===== config.mk =====
export PLATFORM = sky130hd
export DESIGN_NAME = zeroriscy_mem_arbiter_flat
export DESIGN_NICKNAME = d
export VERILOG_FILES = /design/src/rtl/zeroriscy_mem_arbiter_if.sv /design/src/rtl/zeroriscy_mem_arbiter.sv /design/src/flat_wrapper.sv
export SDC_FILE = /design/constraint.sdc
export NUM_CORES = 1
export LEC_CHECK = 0
export ABC_AREA = 1
export CAP_MARGIN = 5
export CORE_AREA = 2 2 126 128
export DETAILED_ROUTE_END_ITERATION = 8
export DIE_AREA = 0 0 128 130
export GPL_TIMING_DRIVEN = 0
export HOLD_SLACK_MARGIN = 0.1
export SLEW_MARGIN = 10
export SYNTH_ARGS = -nofsm -noshare
export SYNTH_HDL_FRONTEND = slang
export SYNTH_SLANG_ARGS = --single-unit

===== constraint.sdc =====
create_clock -name clk -period 2.55 [get_ports clk]
set_input_delay 0.3825 -clock clk [delete_from_list [all_inputs] [get_ports clk]]
set_output_delay 0.3825 -clock clk [all_outputs]
set_load 0.02 [all_outputs]

===== src/rtl/zeroriscy_mem_arbiter_if.sv =====
// One request/response memory port: a master-side request channel plus its
// in-order response channel.
interface zeroriscy_mem_arbiter_if #(
  parameter int AW = 32
);
  // Handshake: the request is accepted in a cycle with req && gnt both high.
  // The master holds req and its fields stable until gnt arrives. Each
  // accepted request gets exactly one rvalid pulse, one or more cycles later,
  // in acceptance order. rdata and err are meaningful only while rvalid is high.
  logic          req;
  logic          we;
  logic [3:0]    be;
  logic [AW-1:0] addr;
  logic [31:0]   wdata;
  logic          gnt;
  logic          rvalid;
  logic          err;
  logic [31:0]   rdata;

  modport master (
    output req, we, be, addr, wdata,
    input  gnt, rvalid, err, rdata
  );

  modport slave (
    input  req, we, be, addr, wdata,
    output gnt, rvalid, err, rdata
  );
endinterface


===== src/rtl/zeroriscy_mem_arbiter.sv =====
// Round-robin arbiter that merges instruction and data masters onto one memory
// port. Each response is steered to its owner through an in-order owner FIFO.
module zeroriscy_mem_arbiter #(
  parameter int MAX_OUTSTANDING = 2,
  parameter int AW              = 32
) (
  input  logic                    clk,
  input  logic                    rst_n,
  zeroriscy_mem_arbiter_if.slave  m0,
  zeroriscy_mem_arbiter_if.slave  m1,
  zeroriscy_mem_arbiter_if.master s,
  output logic                    proto_err,
  output logic [2:0]              o_dbg_occupancy,
  output logic                    o_dbg_rr_last
);

  localparam int PW = (MAX_OUTSTANDING > 1) ? $clog2(MAX_OUTSTANDING) : 1;
  localparam logic [PW-1:0] LAST_PTR = PW'(MAX_OUTSTANDING - 1);
  localparam logic [2:0]    FULL_CNT = 3'(MAX_OUTSTANDING);

  logic          r_owner [MAX_OUTSTANDING];
  logic [PW-1:0] r_wr_ptr;
  logic [PW-1:0] r_rd_ptr;
  logic [2:0]    r_count;
  logic          r_rr_last;
  logic          r_proto_err;

  logic          w_any_req;
  logic          w_sel;
  logic          w_full;
  logic          w_empty;
  logic          w_can_issue;
  logic          w_s_req;
  logic          w_accept;
  logic          w_pop;
  logic          w_head;
  logic [AW-1:0] w_addr;

  function automatic logic [PW-1:0] ptr_next(input logic [PW-1:0] p);
    return (p == LAST_PTR) ? '0 : p + 1'b1;
  endfunction

  // A full FIFO may still issue when a response frees a slot this same cycle.
  always_comb begin
    w_any_req = m0.req | m1.req;
    w_sel     = 1'b0;
    if (m0.req && m1.req) begin
      w_sel = ~r_rr_last;
    end else if (m1.req) begin
      w_sel = 1'b1;
    end
    w_full      = (r_count == FULL_CNT);
    w_empty     = (r_count == 3'd0);
    w_can_issue = !w_full || s.rvalid;
    w_s_req     = rst_n && w_any_req && w_can_issue;
    w_accept    = w_s_req && s.gnt;
    w_pop       = rst_n && s.rvalid && !w_empty;
    w_head      = r_owner[r_rd_ptr];
  end

  always_comb begin
    s.we    = 1'b0;
    s.be    = 4'b0000;
    w_addr  = '0;
    s.wdata = 32'd0;
    if (w_any_req) begin
      if (w_sel) begin
        s.we    = m1.we;
        s.be    = m1.be;
        w_addr  = m1.addr;
        s.wdata = m1.wdata;
      end else begin
        s.we    = m0.we;
        s.be    = m0.be;
        w_addr  = m0.addr;
        s.wdata = m0.wdata;
      end
    end
  end

  assign s.addr    = w_addr;
  assign s.req     = w_s_req;
  assign m0.gnt    = w_accept && !w_sel;
  assign m1.gnt    = w_accept && w_sel;
  assign m0.rvalid = w_pop && !w_head;
  assign m1.rvalid = w_pop && w_head;
  assign m0.err    = w_pop && !w_head && s.err;
  assign m1.err    = w_pop && w_head && s.err;
  assign m0.rdata  = s.rdata;
  assign m1.rdata  = s.rdata;

  assign proto_err       = r_proto_err;
  assign o_dbg_occupancy = r_count;
  assign o_dbg_rr_last   = r_rr_last;

  always_ff @(posedge clk) begin
    if (!rst_n) begin
      r_wr_ptr    <= '0;
      r_rd_ptr    <= '0;
      r_count     <= 3'd0;
      r_rr_last   <= 1'b1;
      r_proto_err <= 1'b0;
    end else begin
      if (w_accept) begin
        r_wr_ptr  <= ptr_next(r_wr_ptr);
        r_rr_last <= w_sel;
      end
      if (w_pop) begin
        r_rd_ptr <= ptr_next(r_rd_ptr);
      end
      if (w_accept && !w_pop) begin
        r_count <= r_count + 3'd1;
      end else if (!w_accept && w_pop) begin
        r_count <= r_count - 3'd1;
      end
      if (s.rvalid && w_empty) begin
        r_proto_err <= 1'b1;
      end
    end
  end

  // Owner IDs need no reset: occupancy decides which entries are live.
  always_ff @(posedge clk) begin
    if (rst_n && w_accept) begin
      r_owner[r_wr_ptr] <= w_sel;
    end
  end

endmodule


===== src/flat_wrapper.sv =====
// flat-port wrapper written by rule: the top's interface ports become plain ports
module zeroriscy_mem_arbiter_flat 
#(
  parameter int MAX_OUTSTANDING = 2,
  parameter int AW              = 32
)
  (clk, rst_n, proto_err, o_dbg_occupancy, o_dbg_rr_last, m0_req, m0_we, m0_be, m0_addr, m0_wdata, m0_gnt, m0_rvalid, m0_err, m0_rdata, m1_req, m1_we, m1_be, m1_addr, m1_wdata, m1_gnt, m1_rvalid, m1_err, m1_rdata, s_req, s_we, s_be, s_addr, s_wdata, s_gnt, s_rvalid, s_err, s_rdata);
  zeroriscy_mem_arbiter_if #(.AW(AW)) m0_i ();
  zeroriscy_mem_arbiter_if #(.AW(AW)) m1_i ();
  zeroriscy_mem_arbiter_if #(.AW(AW)) s_i ();
  input  logic clk;
  input  logic rst_n;
  output logic proto_err;
  output logic [2:0] o_dbg_occupancy;
  output logic o_dbg_rr_last;
  input wire logic [$bits(m0_i.req)-1:0] m0_req;
  input wire logic [$bits(m0_i.we)-1:0] m0_we;
  input wire logic [$bits(m0_i.be)-1:0] m0_be;
  input wire logic [$bits(m0_i.addr)-1:0] m0_addr;
  input wire logic [$bits(m0_i.wdata)-1:0] m0_wdata;
  output wire logic [$bits(m0_i.gnt)-1:0] m0_gnt;
  output wire logic [$bits(m0_i.rvalid)-1:0] m0_rvalid;
  output wire logic [$bits(m0_i.err)-1:0] m0_err;
  output wire logic [$bits(m0_i.rdata)-1:0] m0_rdata;
  input wire logic [$bits(m1_i.req)-1:0] m1_req;
  input wire logic [$bits(m1_i.we)-1:0] m1_we;
  input wire logic [$bits(m1_i.be)-1:0] m1_be;
  input wire logic [$bits(m1_i.addr)-1:0] m1_addr;
  input wire logic [$bits(m1_i.wdata)-1:0] m1_wdata;
  output wire logic [$bits(m1_i.gnt)-1:0] m1_gnt;
  output wire logic [$bits(m1_i.rvalid)-1:0] m1_rvalid;
  output wire logic [$bits(m1_i.err)-1:0] m1_err;
  output wire logic [$bits(m1_i.rdata)-1:0] m1_rdata;
  output wire logic [$bits(s_i.req)-1:0] s_req;
  output wire logic [$bits(s_i.we)-1:0] s_we;
  output wire logic [$bits(s_i.be)-1:0] s_be;
  output wire logic [$bits(s_i.addr)-1:0] s_addr;
  output wire logic [$bits(s_i.wdata)-1:0] s_wdata;
  input wire logic [$bits(s_i.gnt)-1:0] s_gnt;
  input wire logic [$bits(s_i.rvalid)-1:0] s_rvalid;
  input wire logic [$bits(s_i.err)-1:0] s_err;
  input wire logic [$bits(s_i.rdata)-1:0] s_rdata;
  assign m0_i.req = m0_req;
  assign m0_i.we = m0_we;
  assign m0_i.be = m0_be;
  assign m0_i.addr = m0_addr;
  assign m0_i.wdata = m0_wdata;
  assign m0_gnt = m0_i.gnt;
  assign m0_rvalid = m0_i.rvalid;
  assign m0_err = m0_i.err;
  assign m0_rdata = m0_i.rdata;
  assign m1_i.req = m1_req;
  assign m1_i.we = m1_we;
  assign m1_i.be = m1_be;
  assign m1_i.addr = m1_addr;
  assign m1_i.wdata = m1_wdata;
  assign m1_gnt = m1_i.gnt;
  assign m1_rvalid = m1_i.rvalid;
  assign m1_err = m1_i.err;
  assign m1_rdata = m1_i.rdata;
  assign s_req = s_i.req;
  assign s_we = s_i.we;
  assign s_be = s_i.be;
  assign s_addr = s_i.addr;
  assign s_wdata = s_i.wdata;
  assign s_i.gnt = s_gnt;
  assign s_i.rvalid = s_rvalid;
  assign s_i.err = s_err;
  assign s_i.rdata = s_rdata;
  zeroriscy_mem_arbiter #(.MAX_OUTSTANDING(MAX_OUTSTANDING), .AW(AW)) u_core (.clk(clk), .rst_n(rst_n), .m0(m0_i), .m1(m1_i), .s(s_i), .proto_err(proto_err), .o_dbg_occupancy(o_dbg_occupancy), .o_dbg_rr_last(o_dbg_rr_last));
endmodule

## Word-level counts from Yosys, hierarchy flattened

Memory sizes are Yosys's and may differ from the RTL's. A register that Yosys moved wholly into a read port is not among the register bits.
Cells that the tools add are included.

- Multiplexer cells: 18
- Equality and inequality tests: 1
- Add/sub/neg operators: 4
- Reductions and logical operators: 25
- Bitwise operators: 2

Operators by type and width:

| cell | count |
|---|---|
| 32-bit two-way mux | 4 |
| 1-bit logical AND | 16 |
| 1-bit two-way mux | 10 |
| 4-bit two-way mux | 2 |
| 1-bit logical NOT | 6 |
| 3-bit two-way mux | 2 |
| 3-bit by 1-bit adder with 3-bit output (second input constant) | 1 |
| 3-bit by 2-bit == test with 1-bit output (second input constant) | 1 |
| 3-bit logical NOT | 1 |
| 3-bit by 1-bit subtractor with 3-bit output (second input constant) | 1 |
| 1-bit adder (second input constant) | 2 |
| 2-bit nonzero test | 1 |
| 1-bit logical OR | 1 |
| 1-bit NOT | 1 |
| 1-bit bitwise OR | 1 |

- Bits in registers: 7
- Input bits: 177
- RAM bits: 2
- Memories kept: 1
- Word-level logic and storage cells: 56

Memories:

| name | depth | width | rd ports | clocked after memory_dff | write ports | line | text |
|---|---|---|---|---|---|---|---|
| u_core.r_owner | 2 | 1 | 1 | 1 | 1 | zeroriscy_mem_arbiter.sv:21 | `logic r_owner [MAX_OUTSTANDING];` |

## Logic depth before layout (Yosys ltp)

- Depth in word-level cells: 9
- Depth in mapped cells: 13
- Mapped depth without buffers: 12

## Worst setup path before layout

OpenSTA, ideal clock, no wires.

- Path kind: input to register
- Start: input port rst_n
- End: register u_core.r_count[2] (netlist: u_core.o_dbg_occupancy[2])
- Data arrival time: 1.850 ns
- Stages: 12
- Library setup time: 0.113 ns
- Slack: 0.587 ns
- Cells stage by stage: clkbuf_2 -> inv_1 -> nor2_2 -> nand3_2 -> inv_1 -> ha_1 -> inv_1 -> fa_1 -> a21oi_1 -> o21ai_0 -> nor2_1 -> nor2_1

- Longest elaborated chain between the ends: 6
- Elaborated cells on any way between the ends: 11
- Those cells by class: mux: 1; reduce/logical: 10

Ends and longest elaborated chain:

| item | line | text |
|---|---|---|
| start, declared | flat_wrapper.sv:12 | `input logic rst_n;` |
| 1-bit logical AND * (2 in a row) | zeroriscy_mem_arbiter.sv:55 | `w_s_req = rst_n && w_any_req && w_can_issue;` |
| 1-bit logical AND * | zeroriscy_mem_arbiter.sv:56 | `w_accept = w_s_req && s.gnt;` |
| via u_core.w_accept | zeroriscy_mem_arbiter.sv:34 | `logic w_accept;` |
| 1-bit logical NOT | zeroriscy_mem_arbiter.sv:113 | `end else if (!w_accept && w_pop) begin` |
| 1-bit logical AND | zeroriscy_mem_arbiter.sv:113 |  |
| 2-bit nonzero test (no line) | - |  |
| end signal, assigned | zeroriscy_mem_arbiter.sv:112 | `r_count <= r_count + 3'd1;` |
| end signal, assigned | zeroriscy_mem_arbiter.sv:114 | `r_count <= r_count - 3'd1;` |
| end, declared | zeroriscy_mem_arbiter.sv:24 | `logic [2:0] r_count;` |

Mark *: on every way through the listed nets, which the timed path passes. The rest lies on a longest branch.
A chain may end at the register's enable or synchronous reset.

## Final worst setup path

- Start: input port m1_req
- End: output port s_wdata[3]

- Longest elaborated chain between the ends: 4
- Elaborated cells on any way between the ends: 6
- Those cells by class: mux: 4; bitwise: 1; reduce/logical: 1

Ends and longest elaborated chain:

| item | line | text |
|---|---|---|
| start, declared | flat_wrapper.sv:25 | `input wire logic [$bits(m1_i.req)-1:0] m1_req;` |
| 1-bit two-way mux / 1-bit logical AND (equally long branches) | zeroriscy_mem_arbiter.sv:49, zeroriscy_mem_arbiter.sv:47 |  |
| 1-bit two-way mux | zeroriscy_mem_arbiter.sv:47 | `if (m0.req && m1.req) begin` |
| 32-bit two-way mux | zeroriscy_mem_arbiter.sv:67 | `if (w_sel) begin` |
| 32-bit two-way mux * | zeroriscy_mem_arbiter.sv:66 | `if (w_any_req) begin` |
| end, declared | flat_wrapper.sv:38 | `output wire logic [$bits(s_i.wdata)-1:0] s_wdata;` |

Every way passes the cells marked *; elsewhere a longest branch is shown, timed or not.

==> flow_summary.yaml <==
status:
  status: "completed"
synthesis:
  share_of_the_yosys_chip_area_belonging_to_registers_pct: 10.9
  syn_inst: 364
  avgSynthCellArea_sq_um: 5.58
  combinational_family_with_the_most_area_after_synthesis: "buffers and inverters"
  synth_top_cell_by_area: "sky130_fd_sc_hd__nand2_1"
  postSynthRegisterBits: 10
  synth.most_common_cell: "sky130_fd_sc_hd__nand2_1"
  synth_top_cells_by_area: "sky130_fd_sc_hd__nand2_1 (27%), sky130_fd_sc_hd__buf_4 (25%), sky130_fd_sc_hd__o21ai_0 (16%), sky130_fd_sc_hd__dfxtp_1 (7.9%), sky130_fd_sc_hd__buf_6 (5.0%)"
  postSynth.asyncResetShare_pct: 0
  synth_largest_type_area_fraction_pct: 27.4
  synth-edff-count: 2
  synth_xor_area_share_pct: 0.432
  synth_nets: 543
  synthMuxAreaShare_pct: 0
  cell_area_after_synthesis_sq_um: 2030
  synth.top_cells.by_count: "sky130_fd_sc_hd__nand2_1 (148), sky130_fd_sc_hd__buf_4 (67), sky130_fd_sc_hd__o21ai_0 (66)"
  synth_warnings: 0
  synth.lib_cells_used.distinct: 23
  post_synth_fa_ha_maj_area_fraction_pct: 1.60
  synth_compound_gate_area_share_pct: 19.4
  simple_gate_share_of_the_synthesized_area_pct: 32.6
  postSynth.topFlopCell: "sky130_fd_sc_hd__dfxtp_1"
timing:
  final_period_minus_worst_setup_slack_ps: 2430
  max_slew_margin_pct: 55.5
  grt_setup_unrepaired: "no"
  setup-violations-final: 0
  finalHoldViolCount: 0
  setup_total_negative_slack_ps: 0
  clock-skew-final_ps: 1.55
  actual_slew_at_the_worst_max_slew_pin_ps: 667
  achievable-frequency_mhz: 411
  post_route_clock_period_utilization_pct: 95.4
  final_max_slew_viol_count: 0
job:
  max_cap_violations: 0
place:
  place_congestion: 0.758
  total_half_perimeter_wirelength_after_legalization_and_detailed_placement_um: 9440
  place.port_buffers: 287
  placed_cell_area_sq_um: 5140
critical_path:
  critical_path.top_delay_family: "buffers and inverters"
  worstRegToRegCells: 11
  r2r-start: "u_core.o_dbg_occupancy[0]"
  worst-setup-path-type: "input pin to output pin"
  timing.critical_path.depth: 8
  worst_ep_required_time_ps: 2170
  worst-endpoint-arrival_ps: 2050
  critical_path.max_fanout: 10
  path_common_cell: "sky130_fd_sc_hd__buf_6"
  crit-reg2reg-capture: "u_core.o_dbg_occupancy[2]"
  worst_setup_path_end_kind: "output pin"
  cp-startpoint: "m1_req"
  setup_slack_reg_to_reg_ps: 500
  critPathCapture: "s_wdata[3]"
  worst_setup_path_start_kind: "input pin"
  path_buf_inv: 5
  timing.critical_path.cells: "clkdlybuf4s50_1 -> inv_1 -> a21oi_4 -> buf_6 -> buf_6 -> nand2_1 -> o21ai_0 -> dlygate4sd2_1"
  crit_path_max_cell_delay_ps: 480
  crit_path_top_delay_cell: "sky130_fd_sc_hd__clkdlybuf4s50_1"
floorplanning:
  placement_rows: 46
  dieArea_sq_um: 16600
  ios: 322
  die-height_um: 130
  coreArea_sq_um: 15400
  start_util_pct: 13.2
  die_width_um: 128
final_layout:
  final_cell_area_sq_um: 5150
  antenna-diode-count: 0
  post_route_cells_drive_above_1_share_pct: 13.7
  areaGrowthSynthToFinish_pct: 154
  design.final.nets: 836
  fillers: 1702
detailed_routing:
  detail-route-antenna-nets: 0
  viasPerCell: 3.81
  postRouteWirelength_um: 11100
  tritonroute_pass_1_iters: 4
  drc: 0
  detailroute.via_count: 3228
  first_iter_violations: 116
  wl_per_cell_um: 13.1
clock_tree:
  number_of_buffers_created_by_cts: 3
  cts_sinks: 10
  htreeDepth: 1
  cts_tree: "done"
  worst_setup_hold_path_clk_slew_ps: 40
  max-clock-path-buffers: 2
  ctsRootBufferMaster: "sky130_fd_sc_hd__clkbuf_16"
  worstSkewPairLatency_ps: 230
global_routing:
  grt_antenna_before_repair: 0
  grt_util_all_layers_pct: 12.0
  grt_start_max_net_pins: 12
  grt_pass1_vias: 3076
  global_route_total_overflow: 0
  grt_pass1_wl_um: 16000
pwr:
  powerDensity_nw_per_um2: 300
  irDropWorstVdd_mv: 0.195
  total_leakage_power_uw: 0.00240
hold_path:
  min-delay-path-class: "input pin to flip-flop"
[worst min path at each step]
stage | endpoint | depth (start not counted) | from
after floorplan | flip-flop | 3 | u_core.r_rd_ptr
after global placement | u_core.proto_err | 1 | u_core.proto_err
after detailed placement | u_core.proto_err | 1 | u_core.proto_err
after CTS | u_core.o_dbg_rr_last | 2 | rst_n
after global routing | u_core.o_dbg_rr_last | 2 | rst_n
final | u_core.o_dbg_rr_last | 2 | rst_n
[power breakdown]
part	total, uW	internal, uW	switching (uW)	leakage [uW]
clock network	276	205	71.1	0.0000385
registers	201	183	18.2	0.0000845
logic	1070	560	508	0.00228
total	1550	949	597	0.00240
[worst reg2reg max path, delay by kind of cell, from the launching register on]
kind | cells | cell delay, ps
fa+ha+maj | 2 | 530
compound gates | 2 | 270
buf+inv | 2 | 150
simple gates | 5 | 560
flops | 1 | 420
[per-layer routing]
metal | share of wire, % | vias to the layer above | track usage, %
met5 | 0 | - | 0
met2 | 52 | 176 | 23.1
li1 | - | 1664 | -
met3 | 8.3 | 8 | 2.01
met4 | 0.91 | 0 | 2.13
met1 | 39 | 1380 | 14.2
[logic make-up after synthesis]
logic type / count (synthesis)
adders and majority gates: 2
and+or+nand+nor: 171
xor gates and xnor gates: 1
AOI/OAI and AO/OA: 76
buffers and inverters: 104
DFF: 10
[registers in the layout (all words and copies together) (netlist names), named ones only]
| register | count |
|---|---|
| u_core.proto_err | 1 |
| u_core.r_rd_ptr | 1 |
| u_core.o_dbg_rr_last | 1 |
| u_core.o_dbg_occupancy | 3 |
| u_core.r_wr_ptr | 1 |
| u_core.r_owner | 2 |
[cell usage in the layout (no fill, tap or decap), types with 2 or more instances in the layout]
master,n
sky130_fd_sc_hd__a21oi_1,2
sky130_fd_sc_hd__buf_4,69
sky130_fd_sc_hd__buf_6,9
sky130_fd_sc_hd__clkbuf_1,5
sky130_fd_sc_hd__clkbuf_16,3
sky130_fd_sc_hd__clkbuf_2,5
sky130_fd_sc_hd__clkdlybuf4s50_1,216
sky130_fd_sc_hd__dfxtp_1,8
sky130_fd_sc_hd__dlygate4sd2_1,69
sky130_fd_sc_hd__edfxtp_1,2
sky130_fd_sc_hd__inv_1,16
sky130_fd_sc_hd__nand2_1,148
sky130_fd_sc_hd__nand3_1,3
sky130_fd_sc_hd__nand4_1,2
sky130_fd_sc_hd__nor2_1,14
sky130_fd_sc_hd__nor3_1,2
sky130_fd_sc_hd__o21ai_0,66
sky130_fd_sc_hd__o21ai_1,6
[per-stage QoR]
step | total power, uW | instances | setup slack, ps | util, % | hold WS [ps]
floorplan | 721 | 364 | 587 | - | 490
global placement | 1340 | 843 | -364 | 33.3 | 456
detailed placement | 1340 | 843 | -370 | 33.3 | 458
CTS | 1570 | 849 | 39.1 | 33.4 | 457
global route | 1650 | 848 | 6.43 | 33.4 | 465
finish | 1550 | 848 | 118 | 33.4 | 461
[cell type report]
| class | count | area (sq um) | share of cell area, % |
|---|---|---|---|
| plain buffers | 87 | 653 | 12.7 |
| clock buffers | 3 | 75.1 | 1.46 |
| clock inverters | 1 | 3.75 | 0.0728 |
| inverters | 16 | 60.1 | 1.17 |
| multi-input cells | 250 | 1100 | 21.3 |
| flip-flops and latches | 10 | 220 | 4.27 |
| well taps | 192 | 240 | 4.66 |
| repair buffers | 289 | 2800 | 54.4 |
[what timing repair did]
item                                    CTS  global route
endpoints found under the hold margin     0             0
gates cloned                              0             0
setup buffers                             2             0
hold buffers                              0             0
pin swaps                                 0             0
endpoints found under the setup margin   71             3
resized for setup                        74             2
Note: power is estimated with default switching activity, not from simulation.
